**src/rtl/seq_burst_gen.sv**
```systemverilog
// Serial burst generator: emits `bursts` runs of 1s, each run_len long and
// followed by gap_len 0s, then pulses done for one cycle.
module seq_burst_gen #(
  parameter int LEN_W = 4,
  parameter int CNT_W = 4
) (
  input  logic             clock,
  input  logic             reset,
  input  logic             start,
  input  logic [LEN_W-1:0] run_len,
  input  logic [LEN_W-1:0] gap_len,
  input  logic [CNT_W-1:0] bursts,
  output logic             out,
  output logic             busy,
  output logic             done,
  output logic [CNT_W-1:0] burst_cnt
);

  // state | meaning
  // IDLE  | waiting for an acceptable start
  // RUN   | emitting the 1s of a burst
  // GAP   | emitting the 0s after a burst
  // DONE  | one-cycle done pulse, then back to IDLE
  typedef enum logic [1:0] {IDLE, RUN, GAP, DONE} state_t;

  state_t           state, state_n;
  logic [LEN_W-1:0] cnt, cnt_n;
  logic [LEN_W-1:0] run_q, run_n, gap_q, gap_n;
  logic [CNT_W-1:0] bursts_q, bursts_n;
  logic [CNT_W-1:0] burst_cnt_n, burst_inc;
  logic             out_n, busy_n, done_n, burst_end;

  assign burst_inc = burst_cnt + 1'b1;

  always_ff @(posedge clock or negedge reset) begin
    if (!reset) begin
      state     <= IDLE;
      cnt       <= '0;
      run_q     <= '0;
      gap_q     <= '0;
      bursts_q  <= '0;
      burst_cnt <= '0;
      out       <= 1'b0;
      busy      <= 1'b0;
      done      <= 1'b0;
    end else begin
      state     <= state_n;
      cnt       <= cnt_n;
      run_q     <= run_n;
      gap_q     <= gap_n;
      bursts_q  <= bursts_n;
      burst_cnt <= burst_cnt_n;
      out       <= out_n;
      busy      <= busy_n;
      done      <= done_n;
    end
  end

  // cnt holds the cycles remaining in the current phase after this one
  always_comb begin
    state_n     = state;
    cnt_n       = cnt;
    run_n       = run_q;
    gap_n       = gap_q;
    bursts_n    = bursts_q;
    burst_cnt_n = burst_cnt;
    out_n       = 1'b0;
    busy_n      = 1'b0;
    done_n      = 1'b0;
    burst_end   = 1'b0;
    case (state)
      IDLE: begin
        if (start && run_len != '0 && bursts != '0) begin
          run_n       = run_len;
          gap_n       = gap_len;
          bursts_n    = bursts;
          burst_cnt_n = '0;
          cnt_n       = run_len - 1'b1;
          state_n     = RUN;
          out_n       = 1'b1;
          busy_n      = 1'b1;
        end
      end
      RUN: begin
        busy_n = 1'b1;
        if (cnt != '0) begin
          cnt_n = cnt - 1'b1;
          out_n = 1'b1;
        end else if (gap_q != '0) begin
          cnt_n   = gap_q - 1'b1;
          state_n = GAP;
        end else begin
          burst_end = 1'b1;
        end
      end
      GAP: begin
        busy_n = 1'b1;
        if (cnt != '0) cnt_n = cnt - 1'b1;
        else           burst_end = 1'b1;
      end
      DONE: state_n = IDLE;
      default: state_n = IDLE;
    endcase

    // a zero gap chains straight into the next run, merging bursts
    if (burst_end) begin
      burst_cnt_n = burst_inc;
      if (burst_inc == bursts_q) begin
        state_n = DONE;
        done_n  = 1'b1;
        busy_n  = 1'b0;
        out_n   = 1'b0;
      end else begin
        state_n = RUN;
        cnt_n   = run_q - 1'b1;
        out_n   = 1'b1;
        busy_n  = 1'b1;
      end
    end
  end

endmodule

```
**config.mk**
```make
export PLATFORM = sky130hd
export DESIGN_NAME = seq_burst_gen
export DESIGN_NICKNAME = d
export VERILOG_FILES = /design/src/rtl/seq_burst_gen.sv
export SDC_FILE = /design/constraint.sdc
export NUM_CORES = 1
export LEC_CHECK = 0
export CAP_MARGIN = 10
export CORE_MARGIN = 3
export CORE_UTILIZATION = 35
export CTS_CLUSTER_SIZE = 24
export DETAILED_ROUTE_END_ITERATION = 12
export PLACE_DENSITY = 0.65
export SLEW_MARGIN = 15
export SYNTH_ARGS = -nofsm -noshare
export SYNTH_HDL_FRONTEND = slang
export SYNTH_SLANG_ARGS = --single-unit
```
**constraint.sdc**
```tcl
create_clock -name clock -period 1.9 [get_ports clock]
set_clock_uncertainty 0.05 [all_clocks]
set_input_delay 0.285 -clock clock [delete_from_list [all_inputs] [get_ports clock]]
set_output_delay 0.285 -clock clock [all_outputs]
set_load 0.02 [all_outputs]
```
==> flow_metrics.tcl <==
set metrics [dict create \
    outcome "finished with violations" \
    violations "setup timing" \
    via_per_inst 5.01 \
    crit_family "simple AND/OR/NAND/NOR gates" \
    fin_ws_ns -0.00187 \
    yosysTopAreaCell "dfrtp_1" \
    cp_data_arrival_time_ns 2.00 \
    r2r_start "cnt[0]" \
    power_frac_comb 0.627 \
    required_ns 1.99 \
    slowest_stage "or4_4" \
    first_global_vias 1270 \
    swShare 0.405 \
    clk_path_buf_depth 2 \
    post-dp-hpwl_um 2750 \
    synthCells 174 \
    clockRootBuffer "clkbuf_8" \
    p_clk_frac 0.091 \
    synth_most_common_cell "nand2_1" \
    drc 0 \
    crit_type "primary input to flip-flop" \
    dpl_cell_area_um2 2110 \
    clk_latency_ns 0.27 \
    stdcell_area_um2 2330 \
    hold_buffers 0 \
    setup_viol 1 \
    synth_xor_xnor_area_share 0.0616 \
    ioPinCount 22 \
    rows 24 \
    place_congestion 0.930 \
    period_minus_slack_ns 1.90 \
    endpoint "cnt[2]" \
    area_growth_pct 41.4 \
    drive_gt1_frac 0.296 \
    crit_buf_inv 1 \
    slowest_delay_ns 0.58 \
    max_clock_freq_ghz 0.526 \
    async_flop_share 1.00 \
    hold_violations 0 \
    synth_flop_cell "dfrtp_1" \
    cts_tree "yes" \
    synth_edf_count 0 \
    yosysWarnings 0 \
    vdd_drop_max_v 0.000650 \
    synth_area_leaders "dfrtp_1 38%, ha_1 8.4%, nand2_1 5.9%" \
    synth-simple-area-share 0.205 \
    cts_made_buffers 3 \
    endpoint_kind "flip-flop" \
    grt_max_degree 26 \
    grt_overflow 0 \
    cp_max_fo 4 \
    syn_avg_cell_area_um2 9.46 \
    htreeDepth 1 \
    powerDensity_nw_per_um2 1480 \
    start_util 0.370 \
    track_usage 0.132 \
    critical_path.reg2reg.endpoint "cnt[2]" \
    power.share.sequential 0.283 \
    synth_top_cell_area_share 0.380 \
    cp.depth 6 \
    ys_top_cells_by_count "26 x nand2_1, 25 x dfrtp_1, 15 x inv_1, 14 x o21ai_0, 11 x ha_1" \
    syn_nets 200 \
    core_area_um2 4440 \
    synth_top_family_by_area "simple AND/OR/NAND/NOR gates" \
    path_cells "clkdlybuf4s50_1 -> or4_4 -> nand3_4 -> mux2_4 -> a31oi_1 -> a22oi_1" \
    setup.worst_path.start "bursts[3]" \
    grt_pass1_wl_um 5700 \
    routedWlPerCell_um 12.8 \
    intPower_mw 2.05 \
    vias 1427 \
    finalMaxSlewViolations 0 \
    n_antenna_cell 0 \
    switchingPower_mw 1.40 \
    rsz0062_at_grt "true" \
    r2r_slack_ns 0.04 \
    wirelength_um 3640 \
    synth_area_um2 1650 \
    relSlewSlack 0.795 \
    cellLeakagePower_nw 1.12 \
    io_buffers 21 \
    maxCapViolCount 0 \
    ys_ff_latch 25 \
    setup_tns_ns -0.00187 \
    synthAdderAreaFrac 0.0837 \
    fin_nets 260 \
    drtIter0Drc 47 \
    start_kind "primary input" \
    die_w_um 74.6 \
    first_pass_iters 5 \
    clock_sinks 25 \
    ys_seq_area_frac 0.380 \
    postRouteAntennaNets 0 \
    holdCritPathClass "primary input to async pin" \
    tightest_slew_ns 0.298 \
    antenna_found_initial 0 \
    totalPowerFinal_mw 3.45 \
    fp.dieH_um 74.6 \
    synth_compound_area_frac 0.179 \
    rr_worst_depth 7 \
    dieArea_um2 5560 \
    layout_worst_path_cycle_share 1.00 \
    yosysUniqueCellTypes 47 \
    synth_mux_area_frac 0.0388 \
    cts.clk_slew.worst_paths_ns 0.09 \
]
-- layout by cell type, fill, tap and decap left out, types with 4 or more instances in the layout --
cell / Yosys / final
buf_4: 0 / 37
nand2_1: 26 / 26
nor3_1: 5 / 5
ha_1: 11 / 7
nor2_1: 5 / 4
clkdlybuf4s50_1: 0 / 19
nand3_1: 6 / 6
dfrtp_1: 25 / 25
xnor2_1: 6 / 6
inv_1: 15 / 12
o21ai_0: 14 / 13
a21oi_1: 5 / 5
-- sequential cells by signal (all words and copies together), names as in the netlist --
register / cells
gap_q: 4
done: 1
busy: 1
state: 2
burst_cnt: 4
out: 1
run_q: 4
bursts_q: 4
cnt: 4
-- how the worst min path moves through the flow --
stage	start	end	slack (ns)	cells after the start
after CTS	reset	cnt[0]	0.34	2
after detailed placement	bursts_q[1]	bursts_q[1]	0.44	2
final	reset	cnt[1]	0.32	2
after global placement	bursts_q[0]	bursts_q[0]	0.44	2
after global routing	reset	cnt[1]	0.35	2
after floorplan	reset	burst_cnt[0]	-0.06	0
-- metal layers --
| metal | track usage | vias to the layer above | wire length [um] |
|---|---|---|---|
| li1 | - | 732 | - |
| met1 | 0.182 | 665 | 1800 |
| met2 | 0.216 | 25 | 1690 |
| met3 | 0.0257 | 5 | 124 |
| met4 | 0.0296 | 0 | 26 |
| met5 | 0 | - | 0 |
-- area by class of cell --
class	instances	area (um2)
timing repair buffer	60	533
clock inverter	1	5.00
sequential	25	626
clock buffer	3	41.3
multi-input combinational	129	1000
tap	52	65.1
inverter	15	56.3
fill	419	2120
-- logic make-up after synthesis --
family / after synthesis
DFF: 25
xor gates and xnor gates: 10
muxes: 6
AOI/OAI and AO/OA: 42
and+or+nand+nor: 60
adders and majority gates: 11
buffers and inverters: 20
-- what timing repair did --
item,CTS,global route
hold endpoints to repair,0,0
setup buffers,2,9
pin swaps,5,8
gates resized for setup,5,16
setup endpoints to repair,11,13
-- power by group through the flow --
| stage | logic, mW | clock network [mW] | registers [mW] |
|---|---|---|---|
| 3_5_place_dp | 1.90 | 0 | 0.988 |
| 3_3_place_gp | 1.87 | 0 | 0.981 |
| 5_1_grt | 2.39 | 0.345 | 1.01 |
| 4_1_cts | 1.96 | 0.327 | 0.971 |
| 2_1_floorplan | 1.27 | 0 | 1.00 |
| 6_report | 2.16 | 0.313 | 0.976 |
-- metrics by stage --
step / util / instances / hold slack (ns) / setup WS [ns]
global placement: 0.476 / 270 / 0.435 / -0.388
floorplan: - / 174 / -0.0606 / 0.0763
detailed placement: 0.476 / 270 / 0.435 / -0.455
global route: 0.523 / 285 / 0.353 / -0.0658
CTS: 0.493 / 276 / 0.338 / -0.0166
finish: 0.523 / 285 / 0.324 / -0.00187
Power figures use the tool's default switching activity.
